### config.mk
export PLATFORM = sky130hd
export DESIGN_NAME = pulse_cpi_sequencer
export DESIGN_NICKNAME = d
export VERILOG_FILES = /design/src/rtl/pcomp_pkg.sv /design/src/rtl/seq_down_counter.sv /design/src/rtl/pulse_cpi_sequencer.sv
export SDC_FILE = /design/constraint.sdc
export NUM_CORES = 1
export LEC_CHECK = 0
export ABC_CLOCK_PERIOD_IN_PS = 4710
export CAP_MARGIN = 10
export CORE_UTILIZATION = 60
export DETAILED_ROUTE_END_ITERATION = 10
export PLACE_DENSITY = 0.95
export REMOVE_ABC_BUFFERS = 1
export SETUP_SLACK_MARGIN = 0.3
export SLEW_MARGIN = 10
export SYNTH_ARGS = -nofsm -noshare
export SYNTH_HDL_FRONTEND = slang
export SYNTH_SLANG_ARGS = --single-unit
### constraint.sdc
create_clock -name clk -period 4.71 [get_ports clk]
set_clock_uncertainty 0.2 [all_clocks]
set_input_delay 1.413 -clock clk [delete_from_list [all_inputs] [get_ports clk]]
set_output_delay 1.413 -clock clk [all_outputs]
set_load 0.01 [all_outputs]
### src/rtl/pcomp_pkg.sv
// Types and default sizes shared by the pulse-compression chain: sequencer, DDC and compressor.
package pcomp_pkg;

   localparam int ADDR_W      = 11;
   localparam int NUM_SAMPLES = 1500;
   localparam int OUT_SAMPLES = 150;

   typedef enum logic [2:0] {
      IDLE,
      CLEAR,
      FEED,
      DRAIN,
      GAP
   } seq_state_t;

endpackage

### src/rtl/seq_down_counter.sv
// Loadable down-counter that stops at zero; one instance times the CLEAR, GAP and DRAIN-timeout intervals.
module seq_down_counter #(
   parameter int W = 16
) (
   input  logic         clk,
   input  logic         rst_n,
   input  logic         load_i,
   input  logic [W-1:0] load_val_i,
   output logic         zero_o
);

   logic [W-1:0] count_q, count_d;

   always_comb begin
      count_d = count_q;
      if (load_i) begin
         count_d = load_val_i;
      end else if (count_q != '0) begin
         count_d = count_q - 1'b1;
      end
   end

   always_ff @(posedge clk or negedge rst_n) begin
      if (!rst_n) begin
         count_q <= '0;
      end else begin
         count_q <= count_d;
      end
   end

   assign zero_o = (count_q == '0);

endmodule

### src/rtl/pulse_cpi_sequencer.sv
// Sequences one CPI through the IF-ROM -> DDC -> pulse compressor chain:
// per pulse flush, stream the ROM, collect compressor outputs, then pad the PRT.
module pulse_cpi_sequencer #(
   parameter int ADDR_W       = pcomp_pkg::ADDR_W,
   parameter int NUM_SAMPLES  = pcomp_pkg::NUM_SAMPLES,
   parameter int OUT_SAMPLES  = pcomp_pkg::OUT_SAMPLES,
   parameter int CLEAR_CYCLES = 8,
   parameter int GAP_CYCLES   = 16,
   parameter int TIMEOUT      = 20000,
   parameter int PCNT_W       = 8
) (
   input  logic              clk,
   input  logic              rst_n,
   input  logic              start_i,
   input  logic              abort_i,
   input  logic [PCNT_W-1:0] num_pulses_i,
   output logic              rom_en_o,
   output logic [ADDR_W-1:0] rom_addr_o,
   output logic              chain_rst_o,
   input  logic              pc_valid_i,
   output logic              cap_valid_o,
   output logic [ADDR_W-1:0] cap_idx_o,
   output logic [PCNT_W-1:0] pulse_idx_o,
   output logic              busy_o,
   output logic              pulse_done_o,
   output logic              cpi_done_o,
   output logic              timeout_err_o
);
   import pcomp_pkg::*;

   localparam int TMR_W = $clog2(TIMEOUT + CLEAR_CYCLES + GAP_CYCLES);
   localparam logic [ADDR_W-1:0] LAST_ADDR = ADDR_W'(NUM_SAMPLES - 1);
   localparam logic [ADDR_W-1:0] OUT_LAST  = ADDR_W'(OUT_SAMPLES - 1);
   localparam logic [ADDR_W-1:0] OUT_FULL  = ADDR_W'(OUT_SAMPLES);

   seq_state_t        state_q, state_d;
   logic [ADDR_W-1:0] rom_addr_q, rom_addr_d;
   logic [ADDR_W-1:0] cap_cnt_q, cap_cnt_d;
   logic [ADDR_W-1:0] cap_idx_q, cap_idx_d;
   logic [PCNT_W-1:0] pulse_idx_q, pulse_idx_d;
   logic [PCNT_W-1:0] last_q, last_d;
   logic              cap_valid_q, cap_valid_d;
   logic              rom_en_q, rom_en_d;
   logic              chain_rst_q, chain_rst_d;
   logic              busy_q, busy_d;
   logic              pulse_done_q, pulse_done_d;
   logic              cpi_done_q, cpi_done_d;
   logic              timeout_err_q, timeout_err_d;

   logic              tmr_load, tmr_zero;
   logic [TMR_W-1:0]  tmr_val;
   logic              accept, cap_full, start_ok, timed_out;

   seq_down_counter #(.W(TMR_W)) u_tmr (
      .clk        (clk),
      .rst_n      (rst_n),
      .load_i     (tmr_load),
      .load_val_i (tmr_val),
      .zero_o     (tmr_zero)
   );

   always_comb begin
      accept    = pc_valid_i && !abort_i && (state_q == FEED || state_q == DRAIN)
                  && (cap_cnt_q < OUT_FULL);
      // The final capture is judged in the same cycle as the timer so it can beat the timeout.
      cap_full  = (cap_cnt_q == OUT_FULL) || (accept && cap_cnt_q == OUT_LAST);
      start_ok  = start_i && !abort_i && (state_q == IDLE);
      timed_out = 1'b0;
      state_d   = state_q;

      case (state_q)
         IDLE:  if (start_i) state_d = CLEAR;
         CLEAR: if (tmr_zero) state_d = FEED;
         FEED:  if (rom_addr_q == LAST_ADDR) state_d = DRAIN;
         DRAIN: begin
            if (cap_full) begin
               state_d = GAP;
            end else if (tmr_zero) begin
               state_d   = GAP;
               timed_out = 1'b1;
            end
         end
         GAP:   if (tmr_zero) state_d = (pulse_idx_q == last_q) ? IDLE : CLEAR;
         default: state_d = IDLE;
      endcase

      if (abort_i) begin
         state_d   = IDLE;
         timed_out = 1'b0;
      end

      tmr_load = (state_d != state_q);
      tmr_val  = '0;
      case (state_d)
         CLEAR:   tmr_val = TMR_W'(CLEAR_CYCLES - 1);
         DRAIN:   tmr_val = TMR_W'(TIMEOUT - 1);
         GAP:     tmr_val = TMR_W'(GAP_CYCLES - 1);
         default: tmr_val = '0;
      endcase

      rom_addr_d = rom_addr_q;
      if (state_d == FEED) begin
         rom_addr_d = (state_q == FEED) ? rom_addr_q + 1'b1 : '0;
      end else if (state_d == IDLE || state_d == CLEAR) begin
         rom_addr_d = '0;
      end

      cap_valid_d = accept;
      cap_cnt_d   = cap_cnt_q;
      cap_idx_d   = cap_idx_q;
      if (accept) begin
         cap_idx_d = cap_cnt_q;
         cap_cnt_d = cap_cnt_q + 1'b1;
      end
      if (state_d == CLEAR && state_q != CLEAR) begin
         cap_cnt_d = '0;
         cap_idx_d = '0;
      end

      pulse_idx_d = pulse_idx_q;
      last_d      = last_q;
      if (start_ok) begin
         pulse_idx_d = '0;
         last_d      = (num_pulses_i == '0) ? '0 : num_pulses_i - 1'b1;
      end else if (state_q == GAP && state_d == CLEAR) begin
         pulse_idx_d = pulse_idx_q + 1'b1;
      end

      pulse_done_d  = (state_q == DRAIN) && (state_d == GAP);
      cpi_done_d    = pulse_done_d && (pulse_idx_q == last_q);
      timeout_err_d = start_ok ? 1'b0 : (timeout_err_q | timed_out);
      busy_d        = (state_d != IDLE);
      chain_rst_d   = (state_d == IDLE) || (state_d == CLEAR);
      rom_en_d      = (state_d == FEED);
   end

   always_ff @(posedge clk or negedge rst_n) begin
      if (!rst_n) begin
         state_q       <= IDLE;
         rom_addr_q    <= '0;
         cap_cnt_q     <= '0;
         cap_idx_q     <= '0;
         cap_valid_q   <= 1'b0;
         pulse_idx_q   <= '0;
         last_q        <= '0;
         rom_en_q      <= 1'b0;
         chain_rst_q   <= 1'b1;
         busy_q        <= 1'b0;
         pulse_done_q  <= 1'b0;
         cpi_done_q    <= 1'b0;
         timeout_err_q <= 1'b0;
      end else begin
         state_q       <= state_d;
         rom_addr_q    <= rom_addr_d;
         cap_cnt_q     <= cap_cnt_d;
         cap_idx_q     <= cap_idx_d;
         cap_valid_q   <= cap_valid_d;
         pulse_idx_q   <= pulse_idx_d;
         last_q        <= last_d;
         rom_en_q      <= rom_en_d;
         chain_rst_q   <= chain_rst_d;
         busy_q        <= busy_d;
         pulse_done_q  <= pulse_done_d;
         cpi_done_q    <= cpi_done_d;
         timeout_err_q <= timeout_err_d;
      end
   end

   assign rom_en_o      = rom_en_q;
   assign rom_addr_o    = rom_addr_q;
   assign chain_rst_o   = chain_rst_q;
   assign cap_valid_o   = cap_valid_q;
   assign cap_idx_o     = cap_idx_q;
   assign pulse_idx_o   = pulse_idx_q;
   assign busy_o        = busy_q;
   assign pulse_done_o  = pulse_done_q;
   assign cpi_done_o    = cpi_done_q;
   assign timeout_err_o = timeout_err_q;

endmodule

==> metrics.log <==
INFO  metric timing_worst_slew_pin_value = 1.07 ns
INFO  metric synthTopCellsByArea = sky130_fd_sc_hd__dfrtp_1, sky130_fd_sc_hd__xnor2_1, sky130_fd_sc_hd__nor2_1
INFO  metric dieHeight = 82.7 um
INFO  metric dp_hpwl = 6.01 mm
INFO  metric weighted_congestion_reported_at_the_end_of_routability_driven_placement = 0.917
INFO  metric critical_path_peak_fanout = 20
INFO  metric endpoint_kind = register
INFO  metric area_growth_syn_to_layout = 19.1%
INFO  metric ratio_of_routed_vias_to_standard_cells = 5.95
INFO  metric postRouteAntennaNets = 0
INFO  metric grt_first_pass_wirelength = approximately 14 mm
INFO  metric status = completed
INFO  metric die_width = between 80 and 90 um
INFO  metric first_iter_violations = approximately 260
INFO  metric initial_core_util = about three fifths
INFO  metric layout-drive-gt1-share = 7.58%
INFO  metric setup_slack = 1.04 ns
INFO  metric h-tree-depth = 3
INFO  metric worst-path-buf-inv = 2
INFO  metric path_clk_slew = 0.07 ns
INFO  metric layout_worst_path_cycle_share = 78.0%
INFO  metric mappedNetlistArea = 0.00390 mm2
INFO  metric post_cts_resized = 0
INFO  metric worst_hold_path_type = register to register
INFO  metric critical_path_arrival = ~3.7 ns
INFO  metric cp_cell_sequence = clkdlybuf4s50_1 -> nor4bb_1 -> o211a_1 -> a31o_2 -> a2111o_1 -> a221oi_2 -> buf_4 -> nor2_1 -> and2_1
INFO  metric route.vias.total = approximately 3200
INFO  metric max-cap-violations = 0
INFO  metric synth_ff_type = sky130_fd_sc_hd__dfrtp_1
INFO  metric grt_setup_unrepaired = false
INFO  metric worst_case_headroom_to_the_max_slew_limit = 28.4%
INFO  metric netlist.area_leader.share = 46.8%
INFO  metric worstSkewPairLatency = 0.34 ns
INFO  metric slowest_delay = 0.53 ns
INFO  metric worst_ep_required_time = 4.74 ns
INFO  metric detail_route.drc_violations = 0
INFO  metric final_core_util = 73.6%
INFO  metric synth.yosys.warnings = 0
INFO  metric vdd_ir_drop_max = 0.294 mV
INFO  metric synth-seq-area-share = 47.5%
INFO  metric post_cts_hold_buffer_count = 0
INFO  metric timing_max_transition_violations_final = 0
INFO  metric io_pins = 50
INFO  metric diodes = 0
INFO  metric globalRouteOverflowTotal = 0
INFO  metric critical-path-slowest-cell = sky130_fd_sc_hd__clkdlybuf4s50_1
INFO  metric synth_cell_types = 59
INFO  metric die_area = 0.00683 mm2
INFO  metric critPathKind = input port to register
INFO  metric synth.avg_cell_area = 9.66 um2
INFO  metric grt.total_usage = 27.2%
INFO  metric synthDominantAreaCellType = sky130_fd_sc_hd__dfrtp_1
INFO  metric number_of_antenna_violations_at_the_first_check_in_global_routing = 0
INFO  metric core-area = 0.00631 mm2
INFO  metric fin_tns_setup = 0 ns
INFO  metric clock-sinks = 74
INFO  metric maxClockFrequency = about 270 MHz
INFO  metric grt_pass1_vias = 3016
INFO  metric power_per_cell_area = 346 mW/mm2
INFO  metric pre_cts_slack = 0.700 ns
INFO  metric leakage_power = 2.02 nW
INFO  metric timing.final.hold_violations = 0
INFO  metric period_needed = about 3.7 ns
INFO  metric synthArstFlopShare = 100%
INFO  metric postSynthCellCount = 404
INFO  metric avgRoutedWirePerCell = 15.9 um
INFO  metric port_buffers = 49
INFO  metric yosys_register_bits = 74
INFO  metric crit_family = compound AO/OA/AOI/OAI gates
INFO  metric drt_wl_total = roughly 8.6 mm
INFO  metric synth_edf_count = 0
INFO  metric cts_tree = built
INFO  metric cts_setup_buffers = 0
INFO  metric startpoint_type = input port
INFO  metric setup_violations = 0
INFO  metric worst-r2r-setup-slack = 1.85 ns
INFO  metric grt_max_degree = 51
INFO  metric cts_buffer_depth = 2
INFO  metric fp-row-count = 29
INFO  metric dr.pass1.iters = 4
INFO  metric tritoncts.num_buffers = 9
INFO  metric root_driver = sky130_fd_sc_hd__clkbuf_8
INFO  metric num-nets-final = 478
==> cell usage in the layout (no fill, tap or decap), drive strengths merged, types with 11 or more instances in the layout <==
| master | Yosys | routed |
|---|---|---|
| nand3 | 16 | 16 |
| a21oi | 17 | 17 |
| xor2 | 17 | 17 |
| clkbuf | 5 | 12 |
| mux2i | 11 | 11 |
| nor2 | 45 | 45 |
| o21ai | 27 | 27 |
| dfrtp | 73 | 73 |
| inv | 17 | 17 |
| nand2 | 31 | 31 |
| clkdlybuf4s50 | 0 | 48 |
| xnor2 | 21 | 21 |
| nor3 | 12 | 12 |
==> cell families (layout without fill, tap and decap cells) <==
group / count (synthesis) / after routing / share of synthesized area [%]
buffers and inverters: 32 / 90 / 3.94
AO/OA/AOI/OAI: 76 / 76 / 13.0
adder cells (fa/ha/maj): 7 / 7 / 2.24
flip-flops: 74 / 74 / 47.5
AND/OR/NAND/NOR: 166 / 166 / 22.0
multiplexers: 11 / 11 / 2.82
XOR/XNOR: 38 / 38 / 8.53
==> stage by stage <==
stage / hold slack [ns] / instance area [um2] / total power, W / cells
finish: 0.294 / 4650 / 0.00161 / 539
global route: 0.318 / 4650 / 0.00170 / 539
CTS: 0.299 / 4650 / 0.00161 / 539
detailed placement: 0.270 / 4460 / 0.00114 / 524
global placement: 0.272 / 4460 / 0.00111 / 524
floorplan: 0.255 / 3810 / 0.00103 / 389
==> flip-flops by register name, summed over array words and instances, names as in the netlist, 3 cells and up <==
name,cells
u_tmr.count_q,15
cap_cnt_q,11
cap_idx_o,11
rom_addr_o,11
last_q,8
pulse_idx_o,8
state_q,3
==> layer usage <==
layer	track usage, %	up-vias	wire [um]
li1	-	1525	-
met3	6.37	28	361
met5	0	-	0
met2	44.3	103	4360
met4	12.1	0	221
met1	34.5	1552	3610
==> synthesized netlist by cell type (6+ instances only) <==
| cell | count |
|---|---|
| sky130_fd_sc_hd__a21oi_1 | 17 |
| sky130_fd_sc_hd__and2_1 | 7 |
| sky130_fd_sc_hd__buf_2 | 6 |
| sky130_fd_sc_hd__dfrtp_1 | 73 |
| sky130_fd_sc_hd__ha_1 | 7 |
| sky130_fd_sc_hd__inv_1 | 17 |
| sky130_fd_sc_hd__mux2i_1 | 11 |
| sky130_fd_sc_hd__nand2_1 | 31 |
| sky130_fd_sc_hd__nand2b_1 | 7 |
| sky130_fd_sc_hd__nand3_1 | 16 |
| sky130_fd_sc_hd__nand4_1 | 9 |
| sky130_fd_sc_hd__nor2_1 | 45 |
| sky130_fd_sc_hd__nor2b_1 | 8 |
| sky130_fd_sc_hd__nor3_1 | 11 |
| sky130_fd_sc_hd__nor4_1 | 6 |
| sky130_fd_sc_hd__o21ai_0 | 27 |
| sky130_fd_sc_hd__xnor2_1 | 21 |
| sky130_fd_sc_hd__xor2_1 | 17 |
==> where the power goes <==
part	switching [W]	internal [W]
Combinational	0.000205	0.000160
Clock	0.000220	0.000255
Sequential	0.0000696	0.000699
==> final cells by class <==
class | instances | area, um2
clock buffers | 12 | 145
repair buffers | 58 | 553
multi-input cells | 298 | 1900
flip-flops and latches | 74 | 1850
well taps | 77 | 96.3
clock inverters | 3 | 40.0
inverters | 17 | 63.8
fillers | 439 | 1670
==> final timing paths <==
kind	startpoint	to	cells past startpoint
setup / recovery	abort_i	cap_idx_o[9]$_DFFE_PN0P_	9
hold / removal	cap_idx_o[10]$_DFFE_PN0P_	cap_idx_o[10]$_DFFE_PN0P_	1
setup reg to reg	pulse_idx_o[1]$_DFFE_PN0P_	u_tmr.count_q[2]$_DFFE_PN0P_	8
hold reg to reg	cap_idx_o[10]$_DFFE_PN0P_	cap_idx_o[10]$_DFFE_PN0P_	1
max in group asynchronous	rst_n	chain_rst_o$_DFF_PN1_	2
min in group asynchronous	rst_n	u_tmr.count_q[3]$_DFFE_PN0P_	1
Power figures use the tool's default switching activity.
